File: src/rtl/stage_if_pkg.sv
// Shared widths, NOP encoding and IF FSM state type for the fetch stage.
// STAGE_IF_MISALIGN_CHK_EN adds the ERR state used by the misaligned-target check.
package stage_if_pkg;
   localparam int unsigned DEF_PC_WIDTH       = 32;
   localparam int unsigned DEF_INST_WIDTH     = 32;
   localparam int unsigned DEF_REG_ADDR_WIDTH = 5;
   localparam logic [31:0] NOP_INST           = 32'h0000_0013;

   typedef enum logic [2:0] {
      S_REQ  = 3'd0,
      S_WAIT = 3'd1,
      S_HOLD = 3'd2,
      S_DROP = 3'd3
`ifdef STAGE_IF_MISALIGN_CHK_EN
      ,S_ERR = 3'd4
`endif
   } if_state_t;
endpackage

File: src/rtl/if_id_pipe_reg.sv
// IF/ID pipeline register: reset > flush > stall (hold) > load > bubble.
// Used by stage_if in every build, including STAGE_IF_MISALIGN_CHK_EN.
module if_id_pipe_reg
   import stage_if_pkg::*;
#(
   parameter int unsigned PC_WIDTH   = DEF_PC_WIDTH,
   parameter int unsigned INST_WIDTH = DEF_INST_WIDTH
) (
   input  logic                  clk,
   input  logic                  reset_n,
   input  logic                  flush,
   input  logic                  stall,
   input  logic                  load,
   input  logic [PC_WIDTH-1:0]   load_pc,
   input  logic [INST_WIDTH-1:0] load_inst,
   output logic [PC_WIDTH-1:0]   pc,
   output logic [INST_WIDTH-1:0] inst,
   output logic                  valid
);
   localparam logic [INST_WIDTH-1:0] NOP = INST_WIDTH'(NOP_INST);

   always_ff @(posedge clk) begin
      if (!reset_n || flush) begin
         pc    <= '0;
         inst  <= NOP;
         valid <= 1'b0;
      end else if (!stall) begin
         if (load) begin
            pc    <= load_pc;
            inst  <= load_inst;
            valid <= 1'b1;
         end else begin
            pc    <= '0;
            inst  <= NOP;
            valid <= 1'b0;
         end
      end
   end
endmodule

File: src/rtl/stage_if.sv
// RV32I instruction-fetch stage: PC, single-outstanding IMEM handshake, one-entry hold buffer.
// Define STAGE_IF_MISALIGN_CHK_EN to trap misaligned next-PCs into a sticky ERR state.
module stage_if
   import stage_if_pkg::*;
#(
   parameter int unsigned         PC_WIDTH       = DEF_PC_WIDTH,
   parameter int unsigned         INST_WIDTH     = DEF_INST_WIDTH,
   parameter int unsigned         REG_ADDR_WIDTH = DEF_REG_ADDR_WIDTH,
   parameter logic [PC_WIDTH-1:0] RESET_PC       = '0
) (
   input  logic                      clk,
   input  logic                      reset_n,
   input  logic                      pc_write,
   input  logic                      pc_sel,
   input  logic [PC_WIDTH-1:0]       pc_imm,
   input  logic                      IF_flush,
   output logic                      imem_req,
   output logic [PC_WIDTH-1:0]       imem_addr,
   input  logic                      imem_ready,
   input  logic                      imem_rvalid,
   input  logic [INST_WIDTH-1:0]     imem_rdata,
   output logic [PC_WIDTH-1:0]       IF_ID_pc,
   output logic [INST_WIDTH-1:0]     IF_ID_inst,
   output logic [REG_ADDR_WIDTH-1:0] IF_ID_rs1,
   output logic [REG_ADDR_WIDTH-1:0] IF_ID_rs2,
   output logic                      IF_ID_valid,
   output logic                      fetch_misalign
);
   localparam logic [PC_WIDTH-1:0] PC_STEP = PC_WIDTH'(4);

   if_state_t             state, state_nxt;
   logic [PC_WIDTH-1:0]   pc, pc_nxt, req_pc, buf_pc, load_pc;
   logic [INST_WIDTH-1:0] buf_inst, load_inst;
   logic                  redirect, accept, store, load, flush;

   assign redirect  = pc_sel & pc_write;
   assign imem_addr = pc;

   always_ff @(posedge clk) begin
      if (!reset_n) begin
`ifdef STAGE_IF_MISALIGN_CHK_EN
         state    <= (RESET_PC[1:0] != 2'b00) ? S_ERR : S_REQ;
`else
         state    <= S_REQ;
`endif
         pc       <= RESET_PC;
         req_pc   <= '0;
         buf_pc   <= '0;
         buf_inst <= '0;
      end else begin
         state <= state_nxt;
         pc    <= pc_nxt;
         if (accept) req_pc <= pc;
         if (store) begin
            buf_pc   <= req_pc;
            buf_inst <= imem_rdata;
         end
      end
   end

`ifdef STAGE_IF_MISALIGN_CHK_EN
   logic misalign_set, misalign_q;

   always_ff @(posedge clk) begin
      if (!reset_n)          misalign_q <= (RESET_PC[1:0] != 2'b00);
      else if (misalign_set) misalign_q <= 1'b1;
   end
   assign fetch_misalign = misalign_q;
`else
   assign fetch_misalign = 1'b0;
`endif

   // A redirect overrides every state action; an outstanding response becomes stale (DROP).
   always_comb begin
      state_nxt = state;
      pc_nxt    = pc;
`ifdef STAGE_IF_MISALIGN_CHK_EN
      misalign_set = 1'b0;
`endif
      case (state)
         S_REQ: begin
            if (redirect) begin
               pc_nxt    = pc_imm;
               state_nxt = imem_ready ? S_DROP : S_REQ;
            end else if (imem_ready) begin
               state_nxt = S_WAIT;
            end
         end
         S_WAIT: begin
            if (redirect) begin
               pc_nxt    = pc_imm;
               state_nxt = imem_rvalid ? S_REQ : S_DROP;
            end else if (imem_rvalid) begin
               if (pc_write) begin
                  pc_nxt    = req_pc + PC_STEP;
                  state_nxt = S_REQ;
               end else begin
                  state_nxt = S_HOLD;
               end
            end
         end
         S_HOLD: begin
            if (redirect) begin
               pc_nxt    = pc_imm;
               state_nxt = S_REQ;
            end else if (pc_write) begin
               pc_nxt    = buf_pc + PC_STEP;
               state_nxt = S_REQ;
            end
         end
         S_DROP: begin
            if (redirect)    pc_nxt    = pc_imm;
            if (imem_rvalid) state_nxt = S_REQ;
         end
         default: ;
      endcase
`ifdef STAGE_IF_MISALIGN_CHK_EN
      if (state != S_ERR && redirect && pc_imm[1:0] != 2'b00) begin
         state_nxt    = S_ERR;
         misalign_set = 1'b1;
      end
`endif
   end

   always_comb begin
      imem_req  = (state == S_REQ) & reset_n;
      accept    = (state == S_REQ) & imem_ready;
      store     = (state == S_WAIT) & imem_rvalid & ~pc_write;
      load      = ~redirect & pc_write &
                  (((state == S_WAIT) & imem_rvalid) | (state == S_HOLD));
      load_pc   = (state == S_HOLD) ? buf_pc : req_pc;
      load_inst = (state == S_HOLD) ? buf_inst : imem_rdata;
`ifdef STAGE_IF_MISALIGN_CHK_EN
      flush     = IF_flush | (state == S_ERR);
`else
      flush     = IF_flush;
`endif
   end

   if_id_pipe_reg #(
      .PC_WIDTH   (PC_WIDTH),
      .INST_WIDTH (INST_WIDTH)
   ) u_if_id (
      .clk       (clk),
      .reset_n   (reset_n),
      .flush     (flush),
      .stall     (~pc_write),
      .load      (load),
      .load_pc   (load_pc),
      .load_inst (load_inst),
      .pc        (IF_ID_pc),
      .inst      (IF_ID_inst),
      .valid     (IF_ID_valid)
   );

   assign IF_ID_rs1 = IF_ID_inst[15 +: REG_ADDR_WIDTH];
   assign IF_ID_rs2 = IF_ID_inst[20 +: REG_ADDR_WIDTH];
endmodule

File: config.mk
export PLATFORM = sky130hd
export DESIGN_NAME = stage_if
export DESIGN_NICKNAME = d
export VERILOG_FILES = /design/src/rtl/stage_if_pkg.sv /design/src/rtl/if_id_pipe_reg.sv /design/src/rtl/stage_if.sv
export SDC_FILE = /design/constraint.sdc
export NUM_CORES = 1
export LEC_CHECK = 0
export BUFFER_PORTS_ARGS = -buffer_cell sky130_fd_sc_hd__buf_4
export CAP_MARGIN = 25
export CORE_MARGIN = 4
export CORE_UTILIZATION = 35
export CTS_CLUSTER_DIAMETER = 30
export DETAILED_ROUTE_END_ITERATION = 6
export PLACE_DENSITY = 0.58
export SYNTH_ARGS = -nofsm -noshare
export SYNTH_HDL_FRONTEND = slang
export SYNTH_SLANG_ARGS = --single-unit
File: constraint.sdc
create_clock -name clk -period 4.3 [get_ports clk]
set_input_delay 0.43 -clock clk [delete_from_list [all_inputs] [get_ports clk]]
set_output_delay 0.43 -clock clk [all_outputs]
set_load 0.02 [all_outputs]
# Word level (Yosys, flattened, before mapping)

Cells that the tools add are included.

$add $sub $neg: 2
Multiply operators: 0
Reduce and logical (&&, ||, !) cells: 8
Shifts and indexed selects: 0
Bitwise logic cells: 10
$lt $le $gt $ge: 0
Mux-type cells: 23
Equal/unequal tests: 9
Div/mod/pow operators: 0

Operators by type and width:

| kind                                                                     | count |
|---|---|
| 32-bit two-way mux                                                       | 10 |
| 32-bit case mux with 3 select lines                                      | 1 |
| 32-bit by 3-bit adder with 32-bit output (second input constant)         | 2 |
| 3-bit two-way mux                                                        | 7 |
| 3-bit inequality test (second input constant)                            | 4 |
| 3-bit case mux with 4 select lines                                       | 1 |
| 5-bit AND reduction                                                      | 2 |
| 1-bit AND                                                                | 7 |
| 3-bit by 2-bit == test with 1-bit output (second input constant)         | 2 |
| 2-bit two-way mux                                                        | 3 |
| 4-bit nonzero test                                                       | 1 |
| 3-bit by 1-bit == test with 1-bit output (second input constant)         | 1 |
| 3-bit logical NOT                                                        | 1 |
| 3-bit nonzero test                                                       | 1 |
| 2-bit by 1-bit inequality test with 1-bit output (second input constant) | 1 |
| 2-bit inequality test (second input constant)                            | 1 |
| 1-bit NOT                                                                | 2 |
| 2-bit OR reduction                                                       | 1 |
| 1-bit logical NOT                                                        | 1 |
| 1-bit logical OR                                                         | 1 |
| 1-bit two-way mux                                                        | 1 |
| 1-bit OR                                                                 | 1 |

Output and inout bits: 109
Bits in registers: 196
Memory bits (read-only): 0
Input port bits: 71
Word-level logic and storage cells: 60
Latch bits: 0
RAM bits: 0
Memories: 0

# Logic depth before layout (Yosys ltp)

Depth after elaboration: 5
Mapped depth: 11
Mapped depth without buffers: 8

# Hierarchy

From an unflattened synthesis, not the netlist that was laid out.

Cell total of the unflattened synthesis: 1245
Area, all modules: 10144.7 um2

Modules (own cells, without submodules):

| module         | cells each | sequential area each (um2) | area each (um2) | times used |
|---|---|---|---|---|
| stage_if       | 956        | 2602.5                     | 7571.0          | 1 |
| if_id_pipe_reg | 289        | 1301.2                     | 2573.7          | 1 |

# Least setup slack after synthesis

OpenSTA, ideal clock, no wires.

Path type: reg-to-reg
Start: reg state[0]
End: reg pc[17] (netlist: imem_addr[17])
Cell stages (with the launch flop): 11
Setup slack: 2181 ps
Arrival time: 1988 ps
Path buffers: 3
Data required time: 4168 ps
Cells stage by stage: dfxtp_1 > inv_1 > ha_1 > clkbuf_1 > nor2_1 > a21oi_1 > o21a_1 > clkbuf_1 > clkbuf_1 > a2111oi_0 > nor3_1

Longest elaborated chain between the ends: 4

RTL lines:

| item                                                                                                    | RTL line       | source |
|---|---|---|
| start: declaration                                                                                      | stage_if.sv:31 | `if_state_t state, state_nxt;` |
| start signal: assignment                                                                                | stage_if.sv:51 | `state <= state_nxt;` |
| 3-bit by 2-bit == test with 1-bit output or 3-bit logical NOT (tied branches)                           | stage_if.sv:80 | `case (state)` |
| 2-bit OR reduction (no source line)                                                                     | -              |  |
| 2-bit by 1-bit inequality test with 1-bit output (no source line) or 3-bit nonzero test (tied branches) | -              |  |
| 5-bit AND reduction (no source line)                                                                    | -              |  |
| end signal: assignment                                                                                  | stage_if.sv:52 | `pc <= pc_nxt;` |
| end: declaration                                                                                        | stage_if.sv:32 | `logic [PC_WIDTH-1:0] pc, pc_nxt, req_pc, buf_pc, load_pc;` |

Several ways; a longest one is shown, not always the timed one.
A chain may end at the register's enable or synchronous reset.

# Worst setup path in the final report

Start: reg state[1]
End: reg pc[30] (netlist: imem_addr[30])

The elaborated chain is that of the path after synthesis.

==> key figures <==
Routing
  • Vias per cell: 5.479
  • Drt first pass iters: 6
  • WL final: 31.32 mm
  • Final antenna-violating net count: 0
  • DRC: 0
  • Routed WL per cell: 18.51 microns
  • Via Count: 9,271
  • Iteration-0 DRC Markers: 837

Worst setup path
  • WP data required: 4.59 ns
  • CP max stage delay: 0.85 ns
  • Crit path max fanout: 14
  • CP delay by family, top: compound AO/OA/AOI/OAI gates
  • Bufs and invs on worst path: 2
  • Critical Path Sink Type: register
  • Reg2Reg Depth: 9
  • FF-to-FF Start: state[1]
  • Crit path kind: reg -> reg
  • Worst R2R End: imem_addr[30]
  • Critical path, cell by cell: inv_1 -> ha_1 -> nor2_1 -> a21oi_1 -> o21ai_1 -> buf_4 -> o311ai_0 -> a221oi_1 -> a2111oi_2
  • Worst R2R Setup Slack: 1.22 ns
  • Data arrival, critical path: 3.37 ns
  • Critical path launch point type: register
  • CP max-delay cell: o21ai_1

Yosys
  • Syn. warnings: 0
  • Most frequent cells after synthesis: 230 x nand2_1, 195 x a21oi_1, 195 x dfxtp_1
  • Synth Cell Area: 9510 sq um
  • Post-synth cell types: 51
  • Post-synth top area share: 41.05%
  • Main synth FF type: dfxtp_1
  • Most numerous cell in the Yosys netlist: nand2_1
  • Post-synthesis async set-or-reset flop share: 0%
  • Synth Instances: 1,234
  • Avg Cell Area, Syn: 7.707 sq um
  • Post-synth EDFFs: 0
  • Area leader, netlist: dfxtp_1
  • Sequential share of the synthesized area: 41.05%
  • Syn Nets: 1,311
  • Largest cells by area after synthesis: dfxtp_1 41%, a21oi_1 10%, nand2_1 9.1%, mux2i_1 6.6%, nor3_1 4.3%
  • Yosys reg bits: 195

Timing
  • Fmax: 324.8 MHz
  • Fin crit period: 3.079 ns
  • RSZ-0062 raised after global routing: no
  • Worst setup margin: 1.222 ns
  • Setup violators final: 0
  • Setup TNS Final: 0 ns
  • Hold Vio Cnt, Final: 0
  • Least-Margin Pin Slew: 1.094 ns
  • Max_slew headroom: 26.59%
  • Final period util: 71.59%
  • Fin. max-slew vios: 0
  • Clock skew: 0.02374 ns

GRT
  • Vias in the first global route: 8,699
  • Met3 GRT Util: 4.154%
  • GR Util met2: 31.37%
  • Largest net degree at the start of global routing: 101
  • Overflow after GRT: 0
  • Grt met1 use: 28.83%
  • GRT Max-Usage Layer: met2
  • First-pass GRT wire length: 49.44 mm
  • Initial antenna violation count: 0
  • Tot GR Track Use: 20.27%

Layout
  • Nets: 1,416
  • # diodes: 0
  • Area grow syn2layout: 21.14%
  • Share of cells above drive strength 1: 17.84%
  • Filler cells: 2,750

Floorplan
  • Core area: 26,880 sq um
  • DIE WIDTH: 172.8 microns
  • Initial Util: 35.39%
  • DIE AREA: 29,870 sq um
  • Die height: 172.8 microns
  • Cell Rows: 60
  • # IOs: 180

Clocking
  • CTS clk-pin slew, worst paths: 0.07 ns
  • CTS tree: built
  • Maximum level of the CTS H-tree: 4
  • Clock buffer depth: 2
  • Setup Buffers After CTS: 0
  • Root Driver: clkbuf_16
  • Sink Count: 195
  • Num CTS Buffers: 17
  • Clock Latency Late Sink: 0.45 ns
  • Post-CTS sizing: 0
  • Hold_buf cts: 0

Power
  • P_int: 3333 uW
  • Maximum VDD drop: 0.2832 mV
  • Clock power frac: 28.9%
  • Logic pwr share: 30.2%
  • Switching Fraction: 37.83%
  • NetSw: 2028 uW
  • Sequential fraction of design power: 40.9%
  • Pwr dens: 465.4 nW/um^2
  • P_leak: 0.004062 uW

Run
  • Maxcap violations: 0

Placed design
  • PortBufs: 178
  • GPL Wtd Cong: 0.8958
  • Final HPWL DP: 21.45 mm
  • Pre-CTS setup slack: 1.281 ns

Status
  • Status: finished clean

Hold path
  • Hold Startpoint: imem_rdata[2]
  • Worst hold stages: 3
  • Hold crit path type: in -> reg
  • Hold path endpoint: buf_inst[2]
## power by group through the flow
stage          registers, uW  logic [uW]  clock network [uW]
6_report                2190        1620                1550
5_1_grt                 2220        1750                1660
4_1_cts                 2190        1610                1580
3_5_place_dp            2230        1600                   0
3_3_place_gp            2240        1590                   0
2_1_floorplan           2270         928                   0
## routing by layer
| layer | up-vias | share of wire (%) |
|---|---|---|
| li1 | 4491 | - |
| met1 | 4402 | 47 |
| met2 | 337 | 45 |
| met3 | 41 | 6.5 |
| met4 | 0 | 2.0 |
| met5 | - | 0 |
## state kept, by name, summed over array words and instances (netlist names)
| register | count |
|---|---|
| buf_inst | 32 |
| u_if_id.valid | 1 |
| u_if_id.inst | 32 |
| buf_pc | 32 |
| state | 2 |
| req_pc | 32 |
| imem_addr | 32 |
| u_if_id.pc | 32 |
## worst max path at each step
stage	start	to	cells after the start
5_1_grt	state[1]	imem_addr[19]	8
3_5_place_dp	state[0]	imem_addr[30]	9
6_report	state[1]	imem_addr[30]	9
4_1_cts	state[0]	imem_addr[30]	9
3_3_place_gp	state[0]	imem_addr[30]	9
2_1_floorplan	state[0]	imem_addr[17]	10
## stage by stage
step / util, % / area (sq um) / hold WS (ns) / instances / power [uW]
2_1_floorplan: - / 9510 / 0.4329 / 1234 / 3202
3_3_place_gp: 40.79 / 10960 / 0.4400 / 1661 / 3823
3_5_place_dp: 40.79 / 10960 / 0.4466 / 1661 / 3838
4_1_cts: 42.87 / 11520 / 0.2288 / 1692 / 5387
5_1_grt: 42.87 / 11520 / 0.2380 / 1692 / 5631
6_report: 42.87 / 11520 / 0.2439 / 1692 / 5361
## worst reg2reg max path, stage by stage (launching register included)
cell	delay, ns
dfxtp_1	0.42
inv_1	0.08
ha_1	0.33
nor2_1	0.30
a21oi_1	0.10
o21ai_1	0.85
buf_4	0.33
o311ai_0	0.14
a221oi_1	0.29
a2111oi_2	0.10
## cell usage in the layout, fill, tap and decap left out, types with 16 or more instances in the layout
| master | count |
|---|---|
| nand2_1 | 230 |
| a21oi_1 | 195 |
| dfxtp_1 | 195 |
| buf_4 | 192 |
| nor2_1 | 99 |
| nor3_1 | 81 |
| mux2i_1 | 63 |
| nand3_1 | 37 |
| xnor2_1 | 32 |
| o21ai_0 | 24 |
| xor2_1 | 20 |
| clkbuf_16 | 17 |
| nand4_1 | 16 |
## layout make-up
type	count	area (sq um)	area share, %
clock buffers	18	439.2	3.812
clock inverters	13	120.1	1.043
inverters	16	62.56	0.5430
multi-input cells	916	5107	44.33
flip-flops and latches	195	3904	33.88
well taps	341	426.7	3.703
repair buffers	193	1461	12.68
## logic make-up after synthesis
| family | count (synthesis) | share of synthesized area [%] |
|---|---|---|
| adders and majority gates | 6 | 0.7893 |
| DFF | 195 | 41.05 |
| xor gates and xnor gates | 52 | 4.789 |
| muxes | 66 | 6.986 |
| other | 1 | 0.03943 |
| and+or+nand+nor | 503 | 23.48 |
| buffers and inverters | 123 | 5.460 |
| AOI/OAI and AO/OA | 288 | 17.41 |
No activity file was read; power rests on OpenSTA's default activity.
